## src/rtl/gray_pkg.sv

```systemverilog
// Shared Gray-code helpers and direction constants for the Gray counter family.
// The functions operate on 32-bit values; narrower callers zero-extend their operands.
package gray_pkg;
  localparam int MAX_W = 32;
  localparam logic DIR_UP   = 1'b1;
  localparam logic DIR_DOWN = 1'b0;

  function automatic logic [MAX_W-1:0] bin2gray(input logic [MAX_W-1:0] b);
    return b ^ (b >> 1);
  endfunction

  // Zero-extended inputs decode correctly: leading zeros stay zero.
  function automatic logic [MAX_W-1:0] gray2bin(input logic [MAX_W-1:0] g);
    logic [MAX_W-1:0] b;
    b[MAX_W-1] = g[MAX_W-1];
    for (int i = MAX_W-2; i >= 0; i--) b[i] = b[i+1] ^ g[i];
    return b;
  endfunction
endpackage

```

## src/rtl/gray2bin_comb.sv

```systemverilog
// Purely combinational Gray-to-binary decoder; also reusable for CDC pointer decode.
module gray2bin_comb #(
  parameter int WIDTH = 4
) (
  input  logic [WIDTH-1:0] gry,
  output logic [WIDTH-1:0] bin
);
  assign bin[WIDTH-1] = gry[WIDTH-1];
  for (genvar i = WIDTH-2; i >= 0; i--) begin : g_xor
    assign bin[i] = bin[i+1] ^ gry[i];
  end
endmodule

```

## src/rtl/gray_counter.sv

```systemverilog
// Registered up/down counter with binary/Gray parallel load. Binary and Gray outputs are
// both flops, so the Gray value is glitch-free for CDC and position-tracking consumers.
module gray_counter
  import gray_pkg::*;
#(
  parameter int WIDTH = 4
) (
  input  logic             clk,
  input  logic             rst,
  input  logic             en,
  input  logic             up,
  input  logic             load,
  input  logic             load_gray,
  input  logic [WIDTH-1:0] load_val,
  output logic [WIDTH-1:0] bin_out,
  output logic [WIDTH-1:0] gry_out,
  output logic             wrap
);
  localparam logic [WIDTH-1:0] ONE = WIDTH'(1);

  logic [WIDTH-1:0] cnt, cnt_nxt, ld_dec;
  logic             wrap_nxt;

  gray2bin_comb #(.WIDTH(WIDTH)) u_dec (
    .gry (load_val),
    .bin (ld_dec)
  );

  always_comb begin
    cnt_nxt  = cnt;
    wrap_nxt = 1'b0;
    if (load) begin
      cnt_nxt = load_gray ? ld_dec : load_val;
    end else if (en) begin
      if (up == DIR_UP) begin
        cnt_nxt  = cnt + ONE;
        wrap_nxt = &cnt;
      end else begin
        cnt_nxt  = cnt - ONE;
        wrap_nxt = ~|cnt;
      end
    end
  end

  // Gray is encoded from the next-state value so it is registered alongside cnt.
  always_ff @(posedge clk) begin
    if (rst) begin
      cnt     <= '0;
      gry_out <= '0;
      wrap    <= 1'b0;
    end else begin
      cnt     <= cnt_nxt;
      gry_out <= cnt_nxt ^ (cnt_nxt >> 1);
      wrap    <= wrap_nxt;
    end
  end

  assign bin_out = cnt;
endmodule

```

## config.mk

```make
export PLATFORM = sky130hd
export DESIGN_NAME = gray_counter
export DESIGN_NICKNAME = d
export VERILOG_FILES = /design/src/rtl/gray_pkg.sv /design/src/rtl/gray2bin_comb.sv /design/src/rtl/gray_counter.sv
export SDC_FILE = /design/constraint.sdc
export NUM_CORES = 1
export LEC_CHECK = 0
export CORE_AREA = 2 2 39 41
export DETAILED_ROUTE_END_ITERATION = 7
export DIE_AREA = 0 0 41 43
export GPL_TIMING_DRIVEN = 0
export PLACE_DENSITY_LB_ADDON = 0.1
export SLEW_MARGIN = 20
export SYNTH_ARGS = -nofsm -noshare
export SYNTH_HDL_FRONTEND = slang
export SYNTH_SLANG_ARGS = --single-unit
```

## constraint.sdc

```tcl
create_clock -name clk -period 1.8 [get_ports clk]
set_input_delay 0.27 -clock clk [delete_from_list [all_inputs] [get_ports clk]]
set_output_delay 0.27 -clock clk [all_outputs]
set_load 0.01 [all_outputs]
```

**Word-level counts from Yosys, hierarchy flattened**

Index checks and enable logic that the tools add are counted.
W data, S select, Z words.

- Bits in registers: 9
- Input bits: 10

- Add/sub/neg operators: 2
- Mux-type cells: 5
- Bitwise gates (word level): 5
- Reduce and logical (&&, ||, !) cells: 4

Operators by type and width:

| kind | count |
|---|---|
| $mux W4 | 3 |
| $add A4 B1 Y4 const B | 1 |
| $reduce_and A4 Y1 | 1 |
| $reduce_or A4 Y1 | 1 |
| $sub A4 B1 Y4 const B | 1 |
| $xor A4 B3 Y4 | 1 |
| $mux W3 | 1 |
| $reduce_or A3 Y1 | 1 |
| $xor A1 B1 Y1 | 3 |
| $logic_not A1 Y1 | 1 |
| $mux W1 | 1 |
| $not A1 Y1 | 1 |

**Logic depth before layout (Yosys ltp)**

- Word-level depth: 6
- Depth in mapped cells: 7

**Cells and area by module**

Synthesis repeated with hierarchy kept, for this count alone.

- Cells, all modules: 62
- Area total of the unflattened synthesis: 603.1 µm²

Modules (own cells, without submodules):

| module | times used | cells an instance | area each (µm²) | sequential area each (µm²) |
|---|---|---|---|---|
| gray_counter | 1 | 57 | 553.0 | 160.2 |
| gray2bin_comb | 1 | 5 | 50.0 | 0.0 |

**Least setup slack after synthesis**

No wires, ideal clock.

- Kind: register -> register
- Start: register cnt[0], in the netlist bin_out[0]
- End: register gry_out[1]
- Data arrival time: 1591 ps
- Data required time: 1685 ps
- Setup slack: 94 ps
- Cell stages (with the launch flop): 8
- Path buffers: 0
- Period minus slack after synthesis: 1706 ps
- Cells stage by stage: dfxtp_1 > inv_1 > fa_1 > nor2b_1 > nor3_1 > nor3_2 > xnor2_1 > nor2_1

- Word-level cells in the longest chain between the ends: 5

RTL lines:

| item | RTL line | source |
|---|---|---|
| start, declared | gray_counter.sv:21 | `logic [WIDTH-1:0] cnt, cnt_nxt, ld_dec;` |
| start signal, assigned | gray_counter.sv:52 | `cnt <= cnt_nxt;` |
| $sub A4 B1 Y4 / $add A4 B1 Y4 (equally long branches) | gray_counter.sv:39, gray_counter.sv:36 |  |
| $mux W4 * | gray_counter.sv:35 | `if (up == DIR_UP) begin` |
| $mux W4 * | gray_counter.sv:34 | `end else if (en) begin` |
| $mux W4 * | gray_counter.sv:32 | `if (load) begin` |
| $xor A4 B3 Y4 * | gray_counter.sv:53 | `gry_out <= cnt_nxt ^ (cnt_nxt >> 1);` |
| end signal, assigned | gray_counter.sv:53 |  |
| end, declared | gray_counter.sv:16 | `output logic [WIDTH-1:0] gry_out,` |

Mark *: on every way between the ends. The rest lies on a longest branch, timed or not.
A chain may end at the register's enable or synchronous reset.

**Worst setup path after layout**

- Start: register cnt[0], in the netlist bin_out[0]
- End: register gry_out[2]

The elaborated chain is that of the path after synthesis.

==> run summary <==
Yosys warning count: 0
WL per Instance: 10.75 um
Top FF cell, synth: dfxtp_1
EDFF count, synth: 0
Peak Freq: 592.4 MHz
Psw: 163.2 uW
routed vias: 518
Netlist cell types: 32
power per cell area: 701.2 nW/um^2
number of CTS-inserted buffers: 3
worst reg2reg setup slack: 0.11 ns
average vias per placed instance: 5.180
row count: 14
CTS tree: done
Cells after DPL: 97
Die Wd: 41 um
DRC viols: 0
Tcrit/Tclk final: 93.77%
crit path kind: register to register
P_int: 390.5 uW
min Tclk post-route: 1.688 ns
GRT overflow: 0
core area: 1384 um^2
# fillers: 144
CTS H-Tree Depth: 1
r2r endpoint: gry_out[2]$_SDFF_PP0_
cell count of the worst hold path: 2
Mapped Avg Cell Area: 8.641 um^2
post-detail-place hpwl: 868.2 um
Required @ worst endpoint: 1.93 ns
Hold Path End: wrap$_SDFF_PP0_
slew margin rel.: 76.31%
Worst-path clk slew: 0.06 ns
vias in the first global route: 441
Max Cap Viol: 0
largest net degree at the start of global routing: 11
CP Launch Type: register
Setup crit end kind: register
Detailed Route Iter0 Violations: 1
worst slack at placement: -0.4414 ns
Slew Limit Fails: 0
starting density of the core: 39.96%
post-synthesis sequential area ratio: 28.96%
clock buffer depth: 2
Total Routing Usage GR: 14.69%
first-pass GRT wire length: 1787 um
flops & latches, synth: 8
share of cells above drive strength 1: 13.10%
Crit Path Max Fanout: 6
Slew @ Worst Pin: 0.3553 ns
die height: 43 um
post-synthesis instance total: 64
CTS Hold Bufs: 0
DRT Pass-1 Iters: 3
Detailed Route WL: 1075 um
clock root buffer: clkbuf_4
Clk network pwr share: 24.2%
peak supply drop: 0.2497 mV
clk sinks: 8
unrepaired setup endpoints after global routing: no
asr flop ratio synth: 0%
clk_skew: 0.004882 ns
Worst Hold Class: input pin to register
gpl congestion: 0.7447
syn_nets: 77
Final nets: 99
Finished Layout Cells: 100
Clock Latency Late Sink: 0.25 ns
mapped cell area: 553.0 um^2
final setup violation count: 0
IO buf count: 17
leakage: 0.0003259 uW
Final Worst Setup Slack: 0.1121 ns
power share of the sequential group: 39.2%
Critical Path AT: 1.81 ns
Worst R2R Start: bin_out[0]$_SDFF_PP0_
die area: 1763 um^2
Logic pwr share: 36.6%
synth-to-layout area growth: 42.76%
Top-Level Pins: 19
cells on worst reg2reg path: 7
Hold Crit Start: en
postcts setup bufs: 0
Routed Antenna Nets: 0
ant diodes: 0
Sw Ratio: 29.47%
antenna violations before repair: 0
status: complete, no violations
Hold Fails Final Rpt: 0
## cells in the final DEF, fill, tap and decap left out, types with 2 or more instances in the layout
cell type / Yosys / routed
clkdlybuf4s50_1: 0 / 14
dfxtp_1: 8 / 6
dfxtp_2: 0 / 2
nor2_1: 7 / 7
a21oi_1: 4 / 3
ha_1: 2 / 2
nor3_2: 1 / 2
nor2b_1: 5 / 5
nor4_1: 2 / 2
inv_1: 4 / 4
xor2_1: 4 / 4
xnor2_1: 3 / 3
nor4b_1: 2 / 2
clkbuf_4: 0 / 3
dlymetal6s2s_1: 0 / 2
## worst max-delay path by stage
stage                                from               endpoint  slack (ns)  depth (start not counted)
global route                           up  gry_out[2]$_SDFF_PP0_       0.005                          8
global placement                       up  gry_out[2]$_SDFF_PP0_       -0.43                          8
detailed placement                     up  gry_out[2]$_SDFF_PP0_       -0.44                          8
CTS                           load_val[3]  gry_out[0]$_SDFF_PP0_        0.02                          6
finish              bin_out[0]$_SDFF_PP0_  gry_out[2]$_SDFF_PP0_        0.11                          7
floorplan           bin_out[0]$_SDFF_PP0_  gry_out[1]$_SDFF_PP0_        0.09                          7
## final cells by class
class | instances | area (um^2) | area share, %
tap | 16 | 20.02 | 2.536
multi-input combinational | 49 | 377.9 | 47.86
clock buffer | 3 | 22.52 | 2.853
inverter | 4 | 15.01 | 1.902
sequential | 8 | 162.7 | 20.60
timing repair buffer | 17 | 175.2 | 22.19
buffer | 3 | 16.27 | 2.060
## sequential cells by signal (all words and copies together), names as in the netlist
| name | cells |
|---|---|
| bin_out | 3 |
| gry_out | 4 |
| wrap | 1 |
## power by group through the flow
| stage | clock (uW) | sequential, uW | combinational [uW] |
|---|---|---|---|
| detailed placement | 0 | 220 | 199 |
| global route | 148 | 220 | 225 |
| floorplan | 0 | 227 | 104 |
| CTS | 135 | 217 | 203 |
| global placement | 0 | 220 | 197 |
| finish | 134 | 217 | 203 |
## per-stage QoR
stage	cell area (um^2)	hold slack [ns]	total power (uW)	util, %	setup TNS (ns)
detailed placement	743.2	0.7015	419.5	53.71	-2.300
floorplan	553.0	0.3416	330.8	-	0
finish	789.5	0.4467	553.6	57.05	0
CTS	775.7	0.4467	555.7	56.06	0
global placement	743.2	0.7077	417.2	53.71	-2.145
global route	789.5	0.4676	593.4	57.05	0
## metal layers
metal	global-route usage (%)	share of wire, %	vias to the layer above
met4	8.000	0.65	0
met2	23.13	50	13
met3	1.571	3.3	2
met5	0	0	-
li1	-	-	268
met1	18.45	46	235
## critical path, stage by stage, from the launching register on
cell      delay, ns
dfxtp_2        0.39
inv_1          0.07
fa_1           0.40
xnor2_1        0.14
a211oi_1       0.29
a21oi_2        0.09
xor2_1         0.15
nor2_1         0.05
## what timing repair did
item                       4_1_cts  5_1_grt
pin swaps                        1        3
gates resized for setup          4        7
setup endpoints to repair        5        3
## cell families (layout without fill, tap and decap cells)
family / after synthesis / after routing / synth area share, %
AO/OA/AOI/OAI: 10 / 10 / 11.31
XOR/XNOR: 8 / 8 / 15.16
adder cells (fa/ha/maj): 3 / 3 / 8.144
buffers and inverters: 7 / 27 / 5.430
flip-flops: 8 / 8 / 28.96
AND/OR/NAND/NOR: 28 / 28 / 31.00
## cell usage after synthesis, types with 2 or more instances
cell type	number	area, um^2
dfxtp_1	8	160.2
nor2_1	7	26.28
nor2b_1	5	31.28
a21oi_1	4	20.02
inv_1	4	15.01
xor2_1	4	35.03
xnor2_1	3	26.28
clkbuf_1	2	7.510
ha_1	2	25.02
nor4_1	2	12.51
nor4b_1	2	17.52
No activity file was read; power rests on OpenSTA's default activity.
